File: src/rtl/pip_skid_stage_pkg.sv
// pip_skid_stage_pkg: state encoding and default widths for the elastic pipeline stage
package pip_skid_stage_pkg;
  typedef enum logic [1:0] {
    ST_EMPTY = 2'b00,
    ST_ONE   = 2'b01,
    ST_FULL  = 2'b10
  } pip_state_e;
  localparam int DEF_DATA_W = 32;
  localparam int DEF_CTRL_W = 16;
  localparam int DEF_CNT_W  = 16;
endpackage

File: src/rtl/pip_skid_stage_sat_counter.sv
// pip_skid_stage_sat_counter: saturating event counter, cleared only by rst
module pip_skid_stage_sat_counter #(
  parameter int CNT_W = 16
) (
  input  logic             clk,
  input  logic             rst,
  input  logic             inc,
  output logic [CNT_W-1:0] count
);
  always_ff @(posedge clk)
    if (rst) count <= '0;
    else if (inc && !(&count)) count <= count + 1'b1;
endmodule

File: src/rtl/pip_skid_stage.sv
// pip_skid_stage: valid/ready pipeline stage with 2-entry skid buffer, flush-to-bubble and stall counter
module pip_skid_stage
  import pip_skid_stage_pkg::*;
#(
  parameter int DATA_W = DEF_DATA_W,
  parameter int CTRL_W = DEF_CTRL_W,
  parameter int CNT_W  = DEF_CNT_W
) (
  input  logic              clk,
  input  logic              rst,
  input  logic              flush,
  input  logic              in_valid,
  output logic              in_ready,
  input  logic [DATA_W-1:0] in_data,
  input  logic [CTRL_W-1:0] in_ctrl,
  output logic              out_valid,
  input  logic              out_ready,
  output logic [DATA_W-1:0] out_data,
  output logic [CTRL_W-1:0] out_ctrl,
  output logic [CNT_W-1:0]  stall_cnt
);
  pip_state_e state, state_nxt;
  logic [DATA_W-1:0] main_data, skid_data;
  logic [CTRL_W-1:0] main_ctrl, skid_ctrl;
  logic in_fire, out_fire, ld_main, ld_skid, from_skid;
  assign in_ready  = state != ST_FULL;
  assign out_valid = state != ST_EMPTY;
  assign in_fire   = in_valid && in_ready;
  assign out_fire  = out_valid && out_ready;
  assign out_data  = main_data;
  assign out_ctrl  = out_valid ? main_ctrl : '0;
  always_comb begin
    state_nxt = state;
    ld_main   = 1'b0;
    ld_skid   = 1'b0;
    from_skid = 1'b0;
    case (state)
      ST_EMPTY: begin
        state_nxt = in_fire ? ST_ONE : ST_EMPTY;
        ld_main   = in_fire;
      end
      ST_ONE: begin
        state_nxt = (in_fire && !out_fire) ? ST_FULL : (!in_fire && out_fire) ? ST_EMPTY : ST_ONE;
        ld_main   = in_fire && out_fire;
        ld_skid   = in_fire && !out_fire;
      end
      ST_FULL: begin
        state_nxt = out_fire ? ST_ONE : ST_FULL;
        ld_main   = out_fire;
        from_skid = 1'b1;
      end
      default: state_nxt = ST_EMPTY;
    endcase
    // flush drops the incoming entry and leaves main untouched so out_data holds
    if (flush) begin
      state_nxt = ST_EMPTY;
      ld_main   = 1'b0;
      ld_skid   = 1'b0;
    end
  end
  always_ff @(posedge clk)
    if (rst) begin
      state     <= ST_EMPTY;
      main_data <= '0;
      main_ctrl <= '0;
      skid_data <= '0;
      skid_ctrl <= '0;
    end else begin
      state <= state_nxt;
      if (ld_main) begin
        main_data <= from_skid ? skid_data : in_data;
        main_ctrl <= from_skid ? skid_ctrl : in_ctrl;
      end
      if (ld_skid) begin
        skid_data <= in_data;
        skid_ctrl <= in_ctrl;
      end
    end
  pip_skid_stage_sat_counter #(.CNT_W(CNT_W)) u_stall_cnt (
    .clk  (clk),
    .rst  (rst),
    .inc  (out_valid && !out_ready),
    .count(stall_cnt)
  );
endmodule

File: config.mk
export PLATFORM = sky130hd
export DESIGN_NAME = pip_skid_stage
export DESIGN_NICKNAME = d
export VERILOG_FILES = /design/src/rtl/pip_skid_stage_pkg.sv /design/src/rtl/pip_skid_stage_sat_counter.sv /design/src/rtl/pip_skid_stage.sv
export SDC_FILE = /design/constraint.sdc
export NUM_CORES = 1
export LEC_CHECK = 0
export CORE_MARGIN = 2
export CORE_UTILIZATION = 63
export DETAILED_ROUTE_END_ITERATION = 6
export DONT_BUFFER_PORTS = 1
export MAX_ROUTING_LAYER = met4
export PLACE_DENSITY_LB_ADDON = 0.12
export SLEW_MARGIN = 0
export SYNTH_ARGS = -nofsm -noshare
export SYNTH_HDL_FRONTEND = slang
export SYNTH_SLANG_ARGS = --single-unit
export TNS_END_PERCENT = 1
File: constraint.sdc
create_clock -name clk -period 3.4 [get_ports clk]
set_input_delay 0.68 -clock clk [delete_from_list [all_inputs] [get_ports clk]]
set_output_delay 0.68 -clock clk [all_outputs]
set_load 0.1 [all_outputs]
==> results of run 1 <==
cell usage in the layout, fill, tap and decap left out, types with 3 or more instances in the layout:
cell,count
nor2_1,67
nand3_1,4
xnor2_1,9
inv_1,3
nand4_1,5
nor3_1,9
buf_4,39
nand2_1,200
clkinvlp_4,5
a311oi_1,48
clkbuf_16,16
nor2b_2,16
ha_1,3
clkinv_2,3
mux2i_1,3
dfxtp_1,114
xor2_1,4
a21oi_1,51
registers in the layout, summed over array words and instances, names as in the netlist:
register	flops
u_stall_cnt.count	16
skid_ctrl	16
skid_data	32
state	2
out_data	32
main_ctrl	16
per-stage QoR:
stage	instance area, sq um	utilization	hold slack (ns)	std cells
floorplan	4750	-	0.437	608
global placement	5020	0.689	0.436	699
detailed placement	5020	0.689	0.440	699
CTS	5580	0.765	0.227	730
global route	5580	0.765	0.225	730
finish	5580	0.765	0.251	730
logic make-up (layout without fill, tap and decap cells):
kind of cell | Yosys count | after routing | share of synthesized area
fa+ha+maj | 3 | 3 | 0.00791
compound gates | 105 | 105 | 0.152
flops | 114 | 114 | 0.481
buf+inv | 51 | 74 | 0.0453
xor+xnor | 13 | 13 | 0.0240
simple gates | 319 | 319 | 0.284
mux | 3 | 3 | 0.00633
power breakdown:
part | internal (W) | leakage (nW) | switching, W
Sequential | 0.00139 | 0.928 | 0.000234
Combinational | 0.0000662 | 0.840 | 0.000120
Clock | 0.00103 | 0.259 | 0.000614
Total | 0.00249 | 2.03 | 0.000969
routing by layer:
metal / up-vias / GRT usage
li1: 2074 / -
met1: 1939 / 0.327
met2: 147 / 0.453
met3: 14 / 0.0868
met4: 0 / 0.112
met5: - / -
worst max-delay path, stage by stage, from the launching register on:
cell and delay (ns):
dfxtp_1 0.39, nor2_2 0.85, nor2b_1 0.15, inv_1 0.10, ha_1 0.15, nand2_1 0.08, or3_2 0.83, nand2_1 0.20
a21oi_1 0.09
cells in the mapped netlist (all sizes together):
cell type  instances
or2                1
nor4               3
a2bb2oi            1
clkinv             1
xor2               4
clkbuf            30
nor2              69
nand3              4
nor3              10
o22a               1
o21ai              2
a311oi            48
dfxtp            114
xnor2              9
nand4              6
mux2i              3
a21oi             51
nor3b              1
and2               1
nand2            200
nor2b             18
ha                 3
and3               1
o21bai             1
and4               1
a31o               1
or3                2
buf               17
and4bb             1
nand2b             1
inv                3
path summary, 6_finish.rpt:
kind	to	slack, ns	startpoint	depth (start not counted)
max	skid_data[27]	0.43	state[1]	8
max reg2reg	skid_data[27]	0.43	state[1]	8
min reg2reg	skid_data[29]	0.45	skid_data[29]	2
min	state[1]	0.25	flush	1
cell type report:
cell class                 instances  area [sq um]
multi-input combinational        443          2310
clock buffer                      18           418
fill                             573          1710
sequential                       114          2280
clock inverter                    13           139
timing repair buffer              39           293
tap                               99           124
inverter                           4          15.0
==> impl_results.md, run 1 <==
- Status: completed
- CP Class: flip-flop to flip-flop
- RSZ-0062 raised after global routing: false
- Slew margin rel.: 0.290
- Slew Limit Fails: 0
- Initial antenna violation count: 0
- Post-CTS Repair Setup Buffers: 0
- CP Max Fanout: between 40 and 50
- CTS tree: built
- Maximum buffer depth of the clock tree: 2
- H-tree Lvls: 4
- Setup TNS Final: 0 ns
- Type of origin of the critical path: flip-flop
- Final hold viol count: 0
- Synth top area share: 0.481
- Actual slew at the worst max-slew pin: between 1 and 1.5 ns
- Worst Path Required: approximately 3.8 ns
- Data arrival, critical path: 3.36 ns
- Power per cell area: a little over 600 nW/um^2
- Placement Rows: 31
- Inserted Clock Buffers: 17
- Area delta synth->final: 17.6%
- Seq/Total Area, Yosys: 0.481
- Tot GR Track Use: 0.280
- CP Capture Type: flip-flop
- Fraction of layout cells with a size suffix above 1: 0.152
- Max-cap violation count: 0
- DR vias: approximately 4200
- Mean post-synth cell area: 7.81 sq um
- Top post-synthesis cells by area: dfxtp_1 (48%), nand2_1 (16%), a311oi_1 (8.9%)
- Post-Syn Area: 4750 sq um
- Final Setup Violations: 0
- Post-CTS sizing: 0
- Vias in the first global route: around 4000
- Iter 0 DRT Violations: 242
- Fmax: approximately 340 MHz
- Top layer in use: met4
- DR pass1 iterations: 4
- Die ar.: approximately 8000 sq um
- Setup ws final: around 0.43 ns
- First-pass GRT wire length: approximately 18 mm
- Maximum VDD drop: around 0.00044 V
- Fin nets: approximately 680
- Drt wl/cell: 15.0 um
- Total wire length: approximately 11 mm
- Yosys top cell by area: dfxtp_1
- DRT met1 WL: about 4.4 mm
- Clk_skew: 0.00770 ns
- CTS clk-pin slew, worst paths: 0.05 ns
- Antenna diodes: 0
- Final period util: 0.873
- Initial core utilization: 0.651
- Cells after Synth: 608
- Pin count of the biggest net entering global routing: around 120
- Hold Path Class: primary input to flip-flop
- Drt via density: 5.72
- Leakage: roughly 2.0 nW
- DP Worst Slack: 0.441 ns
- Final HPWL DP: roughly 6.8 mm
- Port Buffers: 0
- Pwr Total: roughly 0.0035 W
- Fin crit period: approximately 3.0 ns
- Yosys cell types: 37
- Met2 Routed Length: about 5.5 mm
- Clk sinks: between 100 and 150
- CTS root buffer: clkbuf_8
- Core Box Area: between 7000 and 8000 sq um
- Die Span X: just over 90 um
- Net count after synthesis: about 660
- GRT overflow: 0
- WL met3: ~870 um
- Antenna Nets Post-Route: 0
- Clk Latency, worst-skew pair: between 0.5 and 0.6 ns
- Cts hold-fix bufs: 0
- Routability cong.: around 0.84
- I/O pin cnt: 119
- Die Y: between 90 and 100 um
- Seq cells post-synth: between 100 and 150
- Yosys warning count: 0
- Drc violations: 0
Power figures use the tool's default switching activity.
==> inputs of run 2 (changes only) <==
--- a/config.mk
+++ b/config.mk
@@ -5,6 +5,7 @@
 export SDC_FILE = /design/constraint.sdc
 export NUM_CORES = 1
 export LEC_CHECK = 0
+export ABC_AREA = 1
 export CORE_MARGIN = 2
 export CORE_UTILIZATION = 63
 export DETAILED_ROUTE_END_ITERATION = 6
==> run 2 against run 1 <==
  * Sequential power barely moved
  * First-iteration DRC count fell by 36%
  * Sequential share of layout area fell by 2.7 points
  * Worst setup slack improved by 0.15 ns
  * Global-route usage fell by 0.92 points
  * Clock power rose by 4%
  * Area after synthesis rose by 9.4%
  * Final area rose by 7.0%
  * Combinational power rose by 38%
  * Die area rose by 8.9%
  * Core utilization fell by 2.8 points
  * Largest cell class unchanged
==> impl_results.md, run 2 <==
- Die ar.: 8980 sq um (+8.9%)
- CTS root buffer: clkbuf_8
- Worst Path Required: 2.72 ns (-1.07 ns)
- Yosys cell types: 28 (-24%)
- Mean post-synth cell area: 7.05 sq um (-9.7%)
- Max-cap violation count: 0 (unchanged)
- Port Buffers: 0 (unchanged)
- Post-CTS Repair Setup Buffers: 0 (unchanged)
- I/O pin cnt: 119 (unchanged)
- CTS clk-pin slew, worst paths: 0.06 ns (about the same)
- Die Span X: 94.8 um (+4.4%)
- Flop2flop setup slack: 1.04 ns (+0.61 ns)
- Synth top area share: 0.440 (-0.0412)
- Sw Ratio: 0.292 (+0.0115)
- Drc violations: 0 (unchanged)
- Iter 0 DRT Violations: 155 (-36%)
- DR pass1 iterations: 5 (+1)
- Compound-gate portion of the synthesized area: 0.183 (+0.0316)
- H-tree Lvls: 4 (unchanged)
- Post-synthesis simple-gate area fraction: 0.251 (-0.0332)
- Worst R2R Start: state[1]
- CP Class: flip-flop to output port
- Setup ws final: 0.583 ns (+0.152 ns)
- Psw: 0.00105 W (+7.9%)
- RSZ-0062 raised after global routing: false
- GRT overflow: 0 (unchanged)
- Core Box Area: 8090 sq um (+11%)
- Type of origin of the critical path: flip-flop
- Data arrival, critical path: 2.14 ns (-1.22 ns)
- Sequential Power Share: 0.452 (-0.017)
- Slew margin rel.: 0.326 (+0.0368)
- XOR/XNOR Fraction of Synth Area: 0.0101 (-0.0139)
- Maximum VDD drop: 0.000516 V (+17%)
- Power share of the combinational group: 0.072 (+0.018)
- Commonest non-fill, non-tap cell in the layout: nand2_1
- Final Setup Violations: 0 (unchanged)
- Clk_skew: 0.0120 ns (+0.00435 ns)
- Inserted Clock Buffers: 17 (unchanged)
- First-pass GRT wire length: 18.8 mm (+2.3%)
- Register area: 2280 sq um (unchanged)
- Total wire length: 11.6 mm (+6.5%)
- Final hold viol count: 0 (unchanged)
- Initial core utilization: 0.641 (-0.00951)
- Drt via density: 5.35 (-6.4%)
- Seq cells post-synth: 114 (unchanged)
- Clk sinks: 114 (unchanged)
- Hold wc startpoint: rst
- Post-synth top flop: dfxtp_1
- Post-synth EDFFs: 0 (unchanged)
- DP Worst Slack: 1.09 ns (+0.647 ns)
- Maximum buffer depth of the clock tree: 2 (unchanged)
- Clock share of power: 0.477 (about the same)
- Area delta synth->final: 15.0%
- FILL cells: 622 (+8.6%)
- CP Max Fanout: 42 (-13%)
- Status: completed
- Antenna diodes: 0 (unchanged)
- Drt wl/cell: 13.4 um (-10%)
- Multiplexer area fraction after synthesis: 0 (-0.00633)
- Yosys warning count: 0 (unchanged)
- Antenna Nets Post-Route: 0 (unchanged)
- Top post-synthesis cells by area: dfxtp_1 (44%), nor2_1 (10%), nand2_1 (10%)
- Final period util: 0.829 (-0.0447)
- Fraction of layout cells with a size suffix above 1: 0.161 (+0.00907)
- Critical path startpoint: state[1]
- Multi-input logic area: 2380 sq um (+3.3%)
- Tot GR Track Use: 0.271 (-0.00921)
- Fmax: 355 MHz (+5.4%)
- P_int: 0.00254 W (+2.0%)
- Synth top cells by count: nor2_1 (145), nand2_1 (138), dfxtp_1 (114)
- Slew Limit Fails: 0 (unchanged)
- Cts hold-fix bufs: 0 (unchanged)
- Final HPWL DP: 7.71 mm (+14%)
- Fin crit period: 2.82 ns (-0.152 ns)
- CP Capture Type: output port
- Power per cell area: 601 nW/um^2 (-3.1%)
- Seq/Total Area, Yosys: 0.440 (-0.0412)
- Net count after synthesis: 792 (+19%)
- Placed cell areas: 5380 sq um (+7.2%)
- Post-Syn Area: 5190 sq um (+9.4%)
- Fin nets: 806 (+19%)
- Cells after Synth: 736 (+21%)
- Die Y: 94.8 um (+4.4%)
- Placement Rows: 33 (+6.5%)
- Post-CTS sizing: 0 (unchanged)
- Largest family of logic cells by synthesized area: simple AND/OR/NAND/NOR gates
- Final instance area: 5970 sq um (+7.0%)
- FFs w/ async S/R, synth: 0 (unchanged)
- Leakage: 2.43 nW (+20%)
- Top-count cell post-synth: nor2_1
- Actual slew at the worst max-slew pin: 1.01 ns (-0.0555 ns)
- Pin count of the biggest net entering global routing: 54 (-53%)
- Initial antenna violation count: 0 (unchanged)
- DR vias: 4643 (+11%)
- CTS tree: built
- Setup TNS Final: 0 ns (unchanged)
- Routability cong.: 0.871 (+3.1%)
- Most frequent cells in the layout: nand2_1 (137), nor2_1 (129), dfxtp_1 (114)
- Area share of fa/ha/maj cells after synthesis: 0.00723 (-0.000677)
- Clk Latency, worst-skew pair: 0.51 ns (about the same)
- Yosys top cell by area: dfxtp_1
- Vias in the first global route: 4450 (+13%)
- Hold Path Class: primary input to flip-flop
-- run 2: cell types whose count changed in the layout (fill, tap and decap cells not counted), sizes merged, moves of 3 or more --
cell | previous run | this run
a21oi | 51 | 55
a311oi | 48 | 0
inv | 5 | 68
mux2i | 3 | 0
nand2 | 200 | 147
nand3 | 4 | 12
nor2 | 69 | 152
nor2b | 18 | 0
nor3 | 10 | 0
nor4 | 3 | 0
o21ai | 2 | 125
xnor2 | 9 | 2
-- run 2: final cells by class --
class	instances	area share
Clock buffer	18	0.0717
Tap cell	105	0.0220
Timing Repair Buffer	41	0.0558
Sequential cell	114	0.382
Inverter	67	0.0423
Multi-Input combinational cell	509	0.400
Clock inverter	14	0.0262
-- run 2: path summary, 6_finish.rpt --
kind,to,depth (start not counted)
worst max-delay path,in_ready,4
worst min-delay path,u_stall_cnt.count[11],1
worst max register to register,skid_data[8],9
worst min register to register,skid_data[9],2
-- run 2: per-stage QoR --
stage | hold WS (ns) | utilization | std cells | total power, W
after global routing | 0.209 | 0.737 | 868 | 0.00371
after detailed placement | 0.441 | 0.665 | 836 | 0.00190
final | 0.236 | 0.737 | 868 | 0.00358
after global placement | 0.434 | 0.665 | 836 | 0.00189
after CTS | 0.210 | 0.737 | 868 | 0.00361
after floorplan | 0.425 | - | 736 | 0.00186
-- run 2: cell families after synthesis --
family | count (synthesis)
and+or+nand+nor | 318
DFF | 114
adders and majority gates | 3
buffers and inverters | 113
xor gates and xnor gates | 6
AOI/OAI and AO/OA | 182
-- run 2: power by group through the flow --
stage / Sequential [W] / Clock, W / Combinational (W)
after floorplan: 0.00165 / 0 / 0.000216
after global placement: 0.00165 / 0 / 0.000247
after detailed placement: 0.00165 / 0 / 0.000256
after CTS: 0.00162 / 0.00173 / 0.000258
after global routing: 0.00163 / 0.00179 / 0.000290
final: 0.00162 / 0.00171 / 0.000257
-- run 2: critical path: stages, from the launching register on --
cell and delay, ns:
dfxtp_1 0.41, inv_2 0.06, nor2_4 0.27, clkinv_2 0.49, buf_12 0.38
-- run 2: per-layer routing --
layer / vias to the layer above / share of wire / wire [um] / GRT usage
met2: 145 / 0.49 / 5720 / 0.466
li1: 2368 / - / - / -
met5: - / 0 / 0 / -
met3: 25 / 0.081 / 941 / 0.0838
met4: 0 / 0.020 / 235 / 0.121
met1: 2105 / 0.41 / 4750 / 0.286
==> inputs of run 3 (changes only) <==
==> constraint.sdc (replaced) <==
create_clock -name clk -period 2.7 [get_ports clk]
set_input_delay 0.54 -clock clk [delete_from_list [all_inputs] [get_ports clk]]
set_output_delay 0.54 -clock clk [all_outputs]
set_load 0.1 [all_outputs]
==> run 3 against run 2 <==
  * Worst setup slack lost 0.35 ns
  * Sequential power grew 20%
  * Core utilization grew 1.8 points
  * Global-route usage grew 1.8 points
  * Die area is the same
  * Largest cell class unchanged
  * Highest routed layer unchanged
==> impl_results.md, run 3 (synthesis results as in run 2) <==
- Initial antenna violation count: 0 (unchanged)
- Sw Ratio: 0.284 (-0.00807)
- GR Util met1: 0.323 (+0.0372)
- CP Capture Type: output port
- Drt via density: 5.36 (+0.25%)
- Post-CTS sizing: 0 (unchanged)
- CTS clk-pin slew, worst paths: 0.06 ns (about the same)
- Actual slew at the worst max-slew pin: 0.985 ns (-0.0237 ns)
- Core Box Area: 8090 sq um (unchanged)
- Clock share of power: 0.494 (+0.017)
- CP cell instances: inv_2 > nor2_4 > clkinv_2 > buf_12
- Critical Path Stages: 4 (unchanged)
- Routability cong.: 0.805 (-7.6%)
- Clk Latency, worst-skew pair: 0.51 ns (about the same)
- Leakage: 2.53 nW (+4.2%)
- Most frequent cells in the layout: nand2_1 (137), nor2_1 (129), dfxtp_1 (114)
- Placement Rows: 33 (unchanged)
- Final period util: 0.915
- Clk_skew: 0.00882 ns (-0.00323 ns)
- Fraction of layout cells with a size suffix above 1: 0.176 (+0.0149)
- Fmax: between 400 and 500 MHz
- Vias in the first global route: 4544 (+2.1%)
- Cts hold-fix bufs: 0 (unchanged)
- Port Buffers: 0 (unchanged)
- Data arrival, critical path: 1.93 ns (-0.21 ns)
- Most used routing layer: met2
- Fin nets: 821 (+1.9%)
- DR vias: 4735 (+2.0%)
- H-tree Lvls: 4 (unchanged)
- Maximum VDD drop: 0.000582 V (+13%)
- Sequential Power Share: 0.413 (-0.039)
- CTS root buffer: clkbuf_8
- Type of origin of the critical path: flip-flop
- Clk sinks: 114 (unchanged)
- Worst r2r path cells: 9 (unchanged)
- Drc violations: 0 (unchanged)
- Slew margin rel.: 0.342 (+0.0158)
- Total wire length: 12.2 mm (+4.4%)
- Antenna Nets Post-Route: 0 (unchanged)
- CP max-delay cell: dfxtp_1
- First-pass GRT wire length: 20.0 mm (+6.5%)
- Crit path buf inv count: 3 (unchanged)
- Commonest non-fill, non-tap cell in the layout: nand2_1
- Area delta synth->final: 17.9%
- Max-cap violation count: 0 (unchanged)
- RSZ-0062 raised after global routing: false
- Die Span X: 94.8 um (unchanged)
- Drt wl/cell: 13.8 um (+2.6%)
- Post-CTS Repair Setup Buffers: 0 (unchanged)
- Final hold viol count: 0 (unchanged)
- Die Y: 94.8 um (unchanged)
- Slew Limit Fails: 0 (unchanged)
- I/O pin cnt: 119 (unchanged)
- Tot GR Track Use: 0.289 (+0.0179)
- Hold Path Class: primary input to flip-flop
- Fin crit period: 2.47 ns
- Power per cell area: 772 nW/um^2 (+29%)
- Grt met2 use: 0.485 (+0.0195)
- Met3 GRT Util: 0.0886 (+0.00479)
- CP Class: flip-flop to output port
- Psw: 0.00134 W (+28%)
- Power share of the combinational group: 0.093 (+0.021)
- Largest stage delay, worst path: 0.43 ns (-0.06 ns)
- CP Max Fanout: 60 (+43%)
- Status: completed
- Antenna diodes: 0 (unchanged)
- P_int: 0.00338 W (+33%)
- Die ar.: 8980 sq um (unchanged)
- Setup TNS Final: 0 ns (unchanged)
- Iter 0 DRT Violations: 172 (+11%)
- Inserted Clock Buffers: 17 (unchanged)
- DR pass1 iterations: 5 (unchanged)
- Maximum buffer depth of the clock tree: 2 (unchanged)
- Final Setup Violations: 0 (unchanged)
- Pin count of the biggest net entering global routing: 61 (+13%)
- Final HPWL DP: 7.90 mm (+2.5%)
- CTS tree: built
- Initial core utilization: 0.641 (unchanged)
- Worst Path Required: 2.16 ns (-0.56 ns)
- Delay-heaviest family, CP: buffers and inverters
- GRT overflow: 0 (unchanged)
- Pwr Total: 0.00472 W (+32%)
- Flop2flop setup slack: 0.54 ns (-0.50 ns)
- Hold Path Depth: 1 (unchanged)
==> run 3: metal layers <==
layer	wire, um	share of wire	up-vias
met1	4900	0.40	2147
met3	938	0.077	30
met5	0	0	-
met2	6030	0.50	160
met4	283	0.023	0
li1	-	-	2398
==> run 3: worst reg2reg max path, delay by kind of cell (launching register included) <==
family / cells / cell delay (ns)
flops: 1 / 0.43
fa+ha+maj: 1 / 0.22
compound gates: 2 / 0.38
buf+inv: 3 / 0.64
simple gates: 3 / 0.39
==> run 3: worst paths after layout <==
path,startpoint,end
worst max-delay path,state[1],in_ready
worst min-delay path,rst,u_stall_cnt.count[11]
worst max register to register,state[1],skid_data[22]
worst min register to register,skid_data[9],skid_data[9]
==> run 3: final cells by class <==
cell class | count | area, sq um
timing repair buffer | 56 | 445
tap | 105 | 131
inverter | 67 | 253
fill | 671 | 1980
multi-input combinational | 509 | 2380
clock inverter | 14 | 203
clock buffer | 18 | 418
sequential | 114 | 2280
==> run 3: through the flow <==
step	util	cells	setup slack, ns	hold WS (ns)	instance area, sq um
after global placement	0.679	851	0.782	0.433	5500
after global routing	0.756	883	0.0972	0.0633	6120
after detailed placement	0.679	851	0.653	0.436	5500
after floorplan	-	736	0.116	0.425	5190
final	0.756	883	0.229	0.0815	6120
after CTS	0.756	883	0.222	0.0681	6120
==> run 3: power by group through the flow <==
| stage | registers [W] | logic [W] | clock network (W) |
|---|---|---|---|
| 3_5_place_dp | 0.00198 | 0.000438 | 0 |
| 6_report | 0.00195 | 0.000441 | 0.00233 |
| 3_3_place_gp | 0.00198 | 0.000425 | 0 |
| 4_1_cts | 0.00195 | 0.000443 | 0.00235 |
| 5_1_grt | 0.00196 | 0.000485 | 0.00243 |
| 2_1_floorplan | 0.00207 | 0.000272 | 0 |
